## config.mk

```make
export PLATFORM = sky130hd
export DESIGN_NAME = enemy_collision_detect
export DESIGN_NICKNAME = d
export VERILOG_FILES = /design/src/rtl/enemy_collision_pkg.sv /design/src/rtl/enemy_collision_detect_dodge_zone.sv /design/src/rtl/enemy_collision_detect.sv
export SDC_FILE = /design/constraint.sdc
export NUM_CORES = 1
export LEC_CHECK = 0
export ABC_CLOCK_PERIOD_IN_PS = 1700
export CORE_MARGIN = 3
export CORE_UTILIZATION = 46
export DETAILED_ROUTE_END_ITERATION = 16
export GPL_ROUTABILITY_DRIVEN = 1
export GPL_TIMING_DRIVEN = 0
export PLACE_DENSITY = 0.77
export RECOVER_POWER = 100
export SLEW_MARGIN = 15
export SYNTH_ARGS = -nofsm -noshare
export SYNTH_HDL_FRONTEND = slang
export SYNTH_SLANG_ARGS = --single-unit
```

## constraint.sdc

```tcl
create_clock -name clk -period 1.7 [get_ports clk]
set_input_delay 0.34 -clock clk [delete_from_list [all_inputs] [get_ports clk]]
set_output_delay 0.34 -clock clk [all_outputs]
set_load 0.01 [all_outputs]
```

## src/rtl/enemy_collision_pkg.sv

```systemverilog
// Shared types and defaults for the enemy collision / dodge detector.
package enemy_collision_pkg;

   localparam int unsigned NUM_SHOTS = 3;
   localparam int unsigned COORD_W   = 11;
   localparam int unsigned ZONE_W    = 13;
   localparam int unsigned COOL_W    = 6;

   localparam int ENEMY_W_DEF         = 32;
   localparam int ENEMY_H_DEF         = 32;
   localparam int DODGE_MARGIN_DEF    = 16;
   localparam int DODGE_LOOKAHEAD_DEF = 64;
   localparam int DODGE_WAIT_DEF      = 35;

   typedef enum logic [1:0] {
      S_SCAN   = 2'd0,
      S_REPORT = 2'd1,
      S_DEAD   = 2'd2
   } state_t;

endpackage

```

## src/rtl/enemy_collision_detect_dodge_zone.sv

```systemverilog
// Combinational test of whether the scan pixel lies in the dodge zone below the enemy.
module dodge_zone
   import enemy_collision_pkg::*;
#(
   parameter int ENEMY_W         = ENEMY_W_DEF,
   parameter int ENEMY_H         = ENEMY_H_DEF,
   parameter int DODGE_MARGIN    = DODGE_MARGIN_DEF,
   parameter int DODGE_LOOKAHEAD = DODGE_LOOKAHEAD_DEF
) (
   input  logic [COORD_W-1:0] pixelX,
   input  logic [COORD_W-1:0] pixelY,
   input  logic [COORD_W-1:0] enemyTopLeftX,
   input  logic [COORD_W-1:0] enemyTopLeftY,
   output logic               inZone
);

   localparam logic signed [ZONE_W-1:0] MARGIN_S = ZONE_W'(DODGE_MARGIN);
   localparam logic signed [ZONE_W-1:0] RIGHT_S  = ZONE_W'(ENEMY_W - 1 + DODGE_MARGIN);
   localparam logic signed [ZONE_W-1:0] TOP_S    = ZONE_W'(ENEMY_H);
   localparam logic signed [ZONE_W-1:0] BOTTOM_S = ZONE_W'(ENEMY_H + DODGE_LOOKAHEAD - 1);

   logic signed [ZONE_W-1:0] px, py, ex, ey;
   logic signed [ZONE_W-1:0] xLoRaw, xLo, xHi, yLo, yHi;

   always_comb begin
      px = $signed({2'b00, pixelX});
      py = $signed({2'b00, pixelY});
      ex = $signed({2'b00, enemyTopLeftX});
      ey = $signed({2'b00, enemyTopLeftY});
      // Left bound may go negative near the screen edge; pin it to column 0.
      xLoRaw = ex - MARGIN_S;
      xLo    = xLoRaw[ZONE_W-1] ? '0 : xLoRaw;
      xHi    = ex + RIGHT_S;
      yLo    = ey + TOP_S;
      yHi    = ey + BOTTOM_S;
      inZone = (px >= xLo) && (px <= xHi) && (py >= yLo) && (py <= yHi);
   end

endmodule

```

## src/rtl/enemy_collision_detect.sv

```systemverilog
// Per-frame enemy collision accumulation with a one-cycle report after each frame start.
module enemy_collision_detect
   import enemy_collision_pkg::*;
#(
   parameter int ENEMY_W         = ENEMY_W_DEF,
   parameter int ENEMY_H         = ENEMY_H_DEF,
   parameter int DODGE_MARGIN    = DODGE_MARGIN_DEF,
   parameter int DODGE_LOOKAHEAD = DODGE_LOOKAHEAD_DEF,
   parameter int DODGE_WAIT      = DODGE_WAIT_DEF
) (
   input  logic                 clk,
   input  logic                 resetN,
   input  logic                 startOfFrame,
   input  logic                 pause,
   input  logic [COORD_W-1:0]   pixelX,
   input  logic [COORD_W-1:0]   pixelY,
   input  logic                 enemyDR,
   input  logic                 towerDR,
   input  logic [NUM_SHOTS-1:0] shotDR,
   input  logic [COORD_W-1:0]   enemyTopLeftX,
   input  logic [COORD_W-1:0]   enemyTopLeftY,
   output logic                 changeDirection,
   output logic                 dodgeBullet,
   output logic [NUM_SHOTS-1:0] shotCollision
);

   localparam logic [COOL_W-1:0] WAIT_LOAD = COOL_W'(DODGE_WAIT);

   state_t               state;
   logic                 inZone;
   logic                 towerTerm, zoneTerm;
   logic [NUM_SHOTS-1:0] shotTerm;
   logic                 towerAcc, zoneAcc;
   logic [NUM_SHOTS-1:0] shotAcc;
   logic                 towerRep, zoneRep;
   logic [NUM_SHOTS-1:0] shotRep;
   logic [COOL_W-1:0]    cooldown;
   logic                 reportLive;

   dodge_zone #(
      .ENEMY_W        (ENEMY_W),
      .ENEMY_H        (ENEMY_H),
      .DODGE_MARGIN   (DODGE_MARGIN),
      .DODGE_LOOKAHEAD(DODGE_LOOKAHEAD)
   ) uZone (
      .pixelX       (pixelX),
      .pixelY       (pixelY),
      .enemyTopLeftX(enemyTopLeftX),
      .enemyTopLeftY(enemyTopLeftY),
      .inZone       (inZone)
   );

   always_comb begin
      towerTerm = enemyDR & towerDR;
      shotTerm  = {NUM_SHOTS{enemyDR}} & shotDR;
      zoneTerm  = (|shotDR) & inZone;
   end

   always_comb begin
      reportLive      = (state == S_REPORT) && !pause;
      changeDirection = reportLive & towerRep;
      shotCollision   = reportLive ? shotRep : '0;
      dodgeBullet     = reportLive & zoneRep & (cooldown == '0) & (shotRep == '0);
   end

   always_ff @(posedge clk or negedge resetN) begin
      if (!resetN) begin
         state    <= S_SCAN;
         towerAcc <= 1'b0;
         zoneAcc  <= 1'b0;
         shotAcc  <= '0;
         towerRep <= 1'b0;
         zoneRep  <= 1'b0;
         shotRep  <= '0;
         cooldown <= '0;
      end else begin
         unique case (state)
            S_SCAN: begin
               if (startOfFrame) begin
                  state    <= S_REPORT;
                  towerRep <= towerAcc;
                  zoneRep  <= zoneAcc;
                  shotRep  <= shotAcc;
                  // The frame-start pixel opens the new frame rather than closing the old one.
                  towerAcc <= towerTerm & !pause;
                  zoneAcc  <= zoneTerm & !pause;
                  shotAcc  <= pause ? '0 : shotTerm;
               end else if (!pause) begin
                  towerAcc <= towerAcc | towerTerm;
                  zoneAcc  <= zoneAcc | zoneTerm;
                  shotAcc  <= shotAcc | shotTerm;
               end
            end
            S_REPORT: begin
               if (!pause) begin
                  towerAcc <= towerAcc | towerTerm;
                  zoneAcc  <= zoneAcc | zoneTerm;
                  shotAcc  <= shotAcc | shotTerm;
               end
               if (dodgeBullet) begin
                  cooldown <= WAIT_LOAD;
               end else if (!pause && cooldown != '0) begin
                  cooldown <= cooldown - 1'b1;
               end
               state <= (|shotRep) ? S_DEAD : S_SCAN;
            end
            S_DEAD: begin
               state <= S_DEAD;
            end
            default: begin
               state <= S_SCAN;
            end
         endcase
      end
   end

endmodule

```

# Word-level counts from Yosys, hierarchy flattened
# Cells that the tools add are included.
classes:
  bitwise_logic: 12
  addsub: 5
  mux: 17
  eq_ne: 3
  reduce_logical: 16
  order_cmp: 4
op_table:
  columns: ["operator", "count"]
  rows:
  - [">= comparator 12 x 13 -> 1 bit", 2]
  - ["less-or-equal comparator 12 x 13 -> 1 bit", 2]
  - ["adder 11 x 6 -> 12 bit (second input constant)", 2]
  - ["adder 11 x 7 -> 12 bit (second input constant)", 1]
  - ["2-to-1 mux 12 bit", 1]
  - ["2-to-1 mux 3 bit", 4]
  - ["2-to-1 mux 6 bit", 2]
  - ["subtractor 11 x 5 -> 12 bit (second input constant)", 1]
  - ["AND 1 bit", 8]
  - ["logical NOT 6 bit", 1]
  - ["one-hot mux 2 bit (3 select lines)", 1]
  - ["one-hot mux 3 bit (2 select lines)", 1]
  - ["nonzero test 6 bit", 1]
  - ["OR reduction 3 bit", 2]
  - ["subtractor 6 x 1 -> 6 bit (second input constant)", 1]
  - ["logical AND 1 bit", 5]
  - ["2-to-1 mux 1 bit", 4]
  - ["2-to-1 mux 2 bit", 2]
  - ["one-hot mux 1 bit (2 select lines)", 2]
  - ["AND reduction 2 bit", 2]
  - ["nonzero test 2 bit", 2]
  - ["AND 3 bit", 1]
  - ["logical NOT 3 bit", 1]
  - ["OR 3 bit", 1]
  - ["other kinds (6)", 7]
word_totals:
  in_bits: 53
  word_cells: 65
  regBits: 18

# Logic depth before layout (Yosys ltp)
# Gate-level depths: netlist of the first run.
depth:
  depth_word: 11
  ltp_mapped: 13
  mapped_depth_nobuf: 13

# Modules after synthesis
# A second synthesis of the first run with hierarchy kept.
hier_totals:
  cells_unflattened: 273
  area_unflattened_um2: 2412.3
by_module_without_submodules:
  columns: ["mod", "area_per_inst_um2", "seq_area_each_um2", "cells_per_inst", "instances"]
  rows:
  - ["dodge_zone", 1571.5, 0.0, 202, 1]
  - ["enemy_collision_detect", 840.8, 450.4, 71, 1]

# Least setup slack after synthesis of the first run
# Ideal clock, no wire load.
synth_path:
  path_type: "input port to flip-flop"
  start: "input port enemyTopLeftX[6]"
  end: "register zoneAcc"
  cell_stages: 12
  setup_time_ps: 95
  arrival_ps: 2415
  path_slack_ps: -810
  path_cell_list: "clkbuf_1 > nor4_1 > nand2b_1 > nor3b_1 > a21oi_1 > ha_1 > nand3_1 > o22ai_1 > a211o_1 > a31oi_1 > a211o_1 > o31ai_1"
synth_via:
  elab_chain_len: 11
  elab_cells_between_ends: 14
synth_rtl:
  columns: ["item", "line", "source"]
  rows:
  - ["from (decl)", "enemy_collision_detect.sv:20", "input logic [COORD_W-1:0] enemyTopLeftX,"]
  - ["subtractor 11 x 5 -> 12 bit", "enemy_collision_detect_dodge_zone.sv:31", "xLoRaw = ex - MARGIN_S;"]
  - ["2-to-1 mux 12 bit", "enemy_collision_detect_dodge_zone.sv:32", "xLo = xLoRaw[ZONE_W-1] ? '0 : xLoRaw;"]
  - [">= comparator 12 x 13 -> 1 bit", "enemy_collision_detect_dodge_zone.sv:36", "inZone = (px >= xLo) && (px <= xHi) && (py >= yLo) && (py <= yHi);"]
  - ["logical AND 1 bit (*) (3 in a row)", "enemy_collision_detect_dodge_zone.sv:36", null]
  - ["AND 1 bit (*)", "enemy_collision_detect.sv:56", "zoneTerm = (|shotDR) & inZone;"]
  - ["OR 1 bit", "enemy_collision_detect.sv:90, enemy_collision_detect.sv:97", null]
  - ["2-to-1 mux 1 bit", "enemy_collision_detect.sv:88, enemy_collision_detect.sv:95", null]
  - ["2-to-1 mux 1 bit", "enemy_collision_detect.sv:79", "if (startOfFrame) begin"]
  - ["one-hot mux 1 bit (2 select lines) (*)", "enemy_collision_detect.sv:77", "unique case (state)"]
  - ["to (signal assigned)", "enemy_collision_detect.sv:86", "zoneAcc <= zoneTerm & !pause;"]
  - ["to (signal assigned)", "enemy_collision_detect.sv:90", "zoneAcc <= zoneAcc | zoneTerm;"]
  - ["to (signal assigned)", "enemy_collision_detect.sv:97", "zoneAcc <= zoneAcc | zoneTerm;"]
  - ["to (decl)", "enemy_collision_detect.sv:33", "logic towerAcc, zoneAcc;"]
# Every way passes the cells marked *; elsewhere a longest branch is shown, timed or not.
# A chain may end at the register's enable or synchronous reset.

# Worst setup path after layout of the first run
layout_path:
  start: "input port enemyTopLeftX[3]"
  end: "register zoneAcc"
# The elaborated chain is that of the path after synthesis.

==> results of run 1 <==
final timing paths:
path,endpoint
worst max-delay path,zoneAcc$_DFFE_PN0P_
worst min-delay path,zoneRep$_DFFE_PN0P_
worst max register to register,cooldown[5]$_DFFE_PN0P_
worst min register to register,zoneRep$_DFFE_PN0P_
max in group asynchronous,cooldown[2]$_DFFE_PN0P_
min in group asynchronous,shotAcc[0]$_DFFE_PN0P_
cells by family after synthesis:
logic type,after synthesis,synth area share
DFF,18,0.194
xor gates and xnor gates,26,0.0980
adders and majority gates,51,0.274
and+or+nand+nor,102,0.219
muxes,2,0.00969
AOI/OAI and AO/OA,58,0.168
buffers and inverters,23,0.0371
layout by cell type, fill, tap and decap left out, types with 6 or more instances in the layout:
cell type,n
a21oi_1,12
buf_4,36
dfrtp_1,18
clkdlybuf4s50_1,29
clkbuf_2,7
nor2_1,8
nor3_1,9
nand3_1,10
xnor2_1,14
nand2_2,7
nand2_1,31
ha_1,46
xor2_1,10
nand4_1,6
inv_2,12
tightest hold or removal path: cells and delay by family (launching register included):
family           cells  cell delay [ns]
flip-flops           1             0.34
AND/OR/NAND/NOR      2             0.10
per-stage QoR:
stage               instances  cell area, sq um  worst slack, ns  utilization
floorplan                 280              2340           -0.737            -
detailed placement        399              2950            -1.70        0.612
CTS                       425              3260           -0.759        0.678
global route              438              3490           -0.893        0.724
finish                    438              3490           -0.742        0.724
global placement          399              2950            -1.65        0.612
registers in the layout (all words and copies together), names as in the netlist:
| register | flops |
|---|---|
| cooldown | 6 |
| shotAcc | 3 |
| shotRep | 3 |
| state | 2 |
| towerAcc | 1 |
| towerRep | 1 |
| zoneAcc | 1 |
| zoneRep | 1 |
repair_timing:
item                       in CTS  in global routing
pin swaps                      25                 34
setup endpoints to repair       8                 12
buffers inserted               23                 16
resized for setup              90                 64
hold endpoints to repair        0                  0
power groups by stage:
stage                     clock network, mW  logic (mW)  registers (mW)
after floorplan                           0       0.635           0.735
after global routing                  0.321        1.52           0.795
after CTS                             0.302        1.13           0.758
after global placement                    0       0.905           0.765
final                                 0.292        1.38           0.778
after detailed placement                  0       0.933           0.765
routing by layer:
layer / vias up / GRT usage / routed length, microns
met5: - / 0 / 0
met4: 0 / 0.0374 / 87
met3: 10 / 0.0329 / 307
met2: 76 / 0.354 / 3580
met1: 1161 / 0.272 / 2910
li1: 1202 / - / -
cell type report:
class | instances | area [sq um] | area share
clock buffers | 3 | 41.3 | 0.0118
flip-flops and latches | 18 | 450 | 0.129
multi-input cells | 239 | 2070 | 0.593
plain buffers | 6 | 25.0 | 0.00718
inverters | 17 | 63.8 | 0.0183
well taps | 67 | 83.8 | 0.0240
repair buffers | 88 | 753 | 0.216
==> summary.md, run 1 <==
| Metric | Value |
|---|---|
| Power Total | 2.45 mW |
| Layout Nets | 477 |
| Critical path depth in cells | 12 |
| Post-synth EDFFs | 0 |
| Async set-or-reset flop fraction in the synthesized netlist | 1.00 |
| Crit-path most repeated cell | nand2_2 |
| Final antenna-violating net count | 0 |
| Layout cells sized above 1 | 0.315 |
| Total track usage | 0.205 |
| Final setup viols | 8 |
| I/O Pins | 58 |
| CTS Root Cell | clkbuf_8 |
| Synth top area share | 0.274 |
| Worst hold path class | flip-flop to flip-flop |
| Vias in the first global route | 2257 |
| Crit path buffers/inverters | 1 |
| Comb pwr share | 0.562 |
| RR Startpoint | cooldown[0]$_DFFE_PN0P_ |
| Clock Skew | 0.00541 ns |
| Worst path slowest cell | o41ai_4 |
| Main synth FF type | dfrtp_1 |
| Max-cap violation count | 0 |
| Yosys reg bits | 18 |
| Commonest cells post-synth | ha_1 (51), nand2_1 (37), dfrtp_1 (18) |
| Worst path top cell family by delay | compound AO/OA/AOI/OAI gates |
| Crit Path Category | input pin to flip-flop |
| Worst hold slack | 0.470 ns |
| Mapped Nets | 384 |
| Slew HR | 0.468 |
| Post-synth cell types | 45 |
| Sequential share of power | 0.318 |
| Min Tclk post-route | 2.44 ns |
| Critical Path Max Stage Delay | 0.38 ns |
| Yosys top cell by area | ha_1 |
| H-tree Lvls | 1 |
| Period utilization | 1.44 |
| Worst path cell trace | buf_8, o41ai_4, nand2_2, nand2_2, xor2_2, ha_4, a21oi_2, a21boi_1, a2111oi_2, o21ai_1, a211o_1, o31ai_2 |
| Total wire length | 6880 microns |
| Final Max Slew Viols | 0 |
| Vias per cell | 5.59 |
| Hold Path Depth | 2 |
| Skew-Pair Late Insertion Delay | 0.25 ns |
| Die height | 77.1 microns |
| Crit. End Element | flip-flop |
| DR vias | 2449 |
| Initial antenna violation count | 0 |
| Total negative slack | -2.06 ns |
| Worst EP arrival | 2.60 ns |
| DR pass1 iterations | 4 |
| RePlAce Congestion | 0.856 |
| Total gr overflow | 0 |
| Top cells by area, synth | ha_1 (27%), dfrtp_1 (19%), nand2_1 (6.0%) |
| Deepest clock path buffer count | 2 |
| Hold wc startpoint | zoneAcc$_DFFE_PN0P_ |
| Worst reg-to-reg path cell count | 9 |
| Area of the core | 4820 sq um |
| Total power divided by cell area | 702 nW/um^2 |
| WL per Instance | 15.7 microns |
| Most common cell in the netlist | ha_1 |
| Clock tree sinks | 18 |
| Final Hold Fails | 0 |
| DRC Markers | 0 |
| First-pass GRT wire length | 10200 microns |
| Antenna diode count | 0 |
| Sequential share of the synthesized area | 0.194 |
| Clock tree from TritonCTS | done |
| Sw frac | 0.392 |
| Sw power | 959 uW |
| Failing checks | negative setup slack |
| Max Fclk | 409 MHz |
| RSZ-0062 raised after global routing | true |
| Yosys warns | 0 |
| Largest net degree at the start of global routing | 19 |
| R2R Setup Slk | -0.30 ns |
| Starting Density | 0.483 |
| Hold buffers post-CTS | 0 |
| Chip width | 77.1 microns |
| Crit Path Max Fanout | 4 |
| Clock share of power | 0.119 |
| Post-detail-place hpwl | 4490 microns |
| LEAKAGE | 1.62 nW |
| Worst Tran Pin Value | 0.796 ns |
| Crit path required time | 1.86 ns |
| Synthesized cell area | 2320 sq um |
| Layout fillers | 366 |
| Status | finished with violations |
| Post-route setup slack | -0.742 ns |
| Startpoint Class | input pin |
| Worst-case vdd ir drop | 0.513 mV |
| Die Area | 5940 sq um |
| Mean Syn Cell Area | 8.30 sq um |
| Num CTS Buffers | 3 |
| Internal Power | 1.49 mW |
| Reg clk slew, reported paths | 0.06 ns |
| DR iter-0 viols | 93 |
| Area grow syn2layout | 49.9% |
| Number of I/O port buffers | 52 |
| Post-Syn Instances | 280 |
| FP Rows | 25 |
| Critical path startpoint | enemyTopLeftX[3] |
No activity file was read; power rests on OpenSTA's default activity.
==> run 2, diff against run 1 <==
- ABC_CLOCK_PERIOD_IN_PS: 1700 -> 3000
- CORE_UTILIZATION: 46 -> 54
- PLACE_DENSITY: 0.77 -> 0.86
- clock period: 1.7 -> 3 ns (I/O delays scaled with it)
==> summary.md, run 2 (same netlist as run 1, synthesis figures left out) <==
| Metric | Value |
|---|---|
| Hold buffers post-CTS | 0 |
| Worst hold slack | 0.475 ns |
| Layout Nets | 451 |
| Max Fclk | 336 MHz |
| Starting Density | 0.569 |
| Number of I/O port buffers | 52 |
| Met1 Wirelength | 2620 microns |
| Layout fillers | 313 |
| Area after DPL | 2910 sq um |
| Biggest register | cooldown |
| Critical Path Max Stage Delay | 0.36 ns |
| Clock tree from TritonCTS | done |
| Die Area | 5130 sq um |
| WL per Instance | 14.9 microns |
| Total wire length | 5870 microns |
| Clock tree sinks | 18 |
| Num CTS Buffers | 3 |
| Die height | 71.6 microns |
| Comb pwr share | 0.487 |
| Sequential share of power | 0.370 |
| Area grow syn2layout | 33.2% |
| DR pass1 iterations | 6 |
| CTS Root Cell | clkbuf_8 |
| Vias in the first global route | 2296 |
| Most frequent cells in the layout | ha_1 (48), nand2_1 (35), clkdlybuf4s50_1 (34) |
| Period utilization | 0.991 |
| Sw frac | 0.391 |
| Worst Tran Pin Value | 0.797 ns |
| Area of the core | 4090 sq um |
| DR iter-0 viols | 198 |
| Max reg flops | 6 |
| Total gr overflow | 0 |
| Worst path top cell family by delay | compound AO/OA/AOI/OAI gates |
| First-pass GRT wire length | 9760 microns |
| Min Tclk post-route | 2.97 ns |
| Chip width | 71.6 microns |
| Antenna diode count | 0 |
| Crit path required time | 3.16 ns |
| Internal Power | 708 uW |
| Startpoint Class | input pin |
| Register area | 450 sq um |
| Worst-case vdd ir drop | 0.196 mV |
| Power Total | 1.16 mW |
| Commonest non-fill, non-tap cell in the layout | ha_1 |
| DRC Markers | 0 |
| Layout Cells excl Fill | 395 |
| Crit Path Max Fanout | 3 |
| Uppermost layer routed | met4 |
| Area of the multi-input gates | 1870 sq um |
| Slew HR | 0.467 |
| Crit. End Element | flip-flop |
| Worst path slowest cell | ha_1 |
| Reg clk slew, reported paths | 0.06 ns |
| Layout cells sized above 1 | 0.128 |
| Worst path cell trace | dlygate4sd2_1, inv_1, ha_2, nand2_2, a21oi_2, nor2_1, nand3_1, xor2_1, ha_1, a2111oi_4, o21ai_1, a211o_1, o31ai_1 |
| Deepest clock path buffer count | 2 |
| Worst hold path class | flip-flop to flip-flop |
| I/O Pins | 58 |
| RePlAce Congestion | 0.909 |
| Worst EP arrival | 3.13 ns |
| Post-detail-place hpwl | 4420 microns |
| Largest registers | cooldown: 6 flops, shotAcc: 3 flops, shotRep: 3 flops |
| Met2 wire length | 2770 microns |
| Final setup viols | 0 |
| Met3 WL | 345 microns |
| Crit path buffers/inverters | 2 |
| Sw power | 455 uW |
| H-tree Lvls | 1 |
| Finished Cell Area | 3100 sq um |
| Status | complete, no violations |
| Placed Cells | 382 |
| Largest net degree at the start of global routing | 19 |
| Clock Skew | 0.00578 ns |
| Clock share of power | 0.143 |
| DR vias | 2295 |
| Final antenna-violating net count | 0 |
| Total track usage | 0.230 |
| Crit Path Category | input pin to flip-flop |
| Max-cap violation count | 0 |
| Util after Layout | 0.758 |
| Final Max Slew Viols | 0 |
| RSZ-0062 raised after global routing | true |
| Vias per cell | 5.81 |
| Skew-Pair Late Insertion Delay | 0.26 ns |
| Initial antenna violation count | 0 |
| Final Hold Fails | 0 |
| LEAKAGE | 1.47 nW |
| FP Rows | 23 |
| Total power divided by cell area | 376 nW/um^2 |
-- run 2: layout make-up --
type	instances	share of cell area
clock buffer	3	0.0133
multi-input combinational	239	0.605
sequential	18	0.145
inverter	17	0.0206
tap	50	0.0202
timing repair buffer	62	0.188
buffer	6	0.00727
-- run 2: per-layer routing --
| metal | track usage | vias to the layer above |
|---|---|---|
| li1 | - | 1153 |
| met1 | 0.291 | 1046 |
| met2 | 0.399 | 79 |
| met3 | 0.0266 | 17 |
| met4 | 0.0856 | 0 |
| met5 | 0 | - |
-- run 2: worst min-delay path: stages, from the launching register on --
cell     delay (ns)
dfrtp_1        0.35
nand2_1        0.05
nand2_1        0.05
-- run 2: metrics by stage --
stage / setup WS, ns / TNS (ns)
floorplan: 0.230 / 0
global placement: -0.571 / -0.571
detailed placement: -0.571 / -0.571
CTS: 0.0189 / 0
global route: -0.0706 / -0.0706
finish: 0.0281 / 0
-- run 2: worst paths after layout --
| kind | from | endpoint | slack (ns) | cells past startpoint |
|---|---|---|---|---|
| min | shotAcc[1]$_DFFE_PN0P_ | shotRep[1]$_DFFE_PN0P_ | 0.48 | 2 |
| min reg2reg | shotAcc[1]$_DFFE_PN0P_ | shotRep[1]$_DFFE_PN0P_ | 0.48 | 2 |
| max in group asynchronous | resetN | shotAcc[2]$_DFFE_PN0P_ | 1.63 | 1 |
| max reg2reg | cooldown[0]$_DFFE_PN0P_ | cooldown[5]$_DFFE_PN0P_ | 0.61 | 9 |
| max | enemyTopLeftX[0] | zoneAcc$_DFFE_PN0P_ | 0.03 | 13 |
| min in group asynchronous | resetN | state[1]$_DFFE_PN0P_ | 0.87 | 1 |
-- run 2: timing repair --
action / in CTS / in global routing
setup endpoints to repair: 1 / 2
pin swaps: 12 / 14
buffers inserted: 6 / 4
gates resized for setup: 23 / 25
-- run 2: power groups by stage --
| stage | clock network, mW | registers, mW | logic (mW) |
|---|---|---|---|
| after floorplan | 0 | 0.417 | 0.359 |
| after global placement | 0 | 0.434 | 0.507 |
| after detailed placement | 0 | 0.440 | 0.525 |
| after CTS | 0.166 | 0.438 | 0.544 |
| after global routing | 0.178 | 0.443 | 0.640 |
| final | 0.167 | 0.430 | 0.566 |
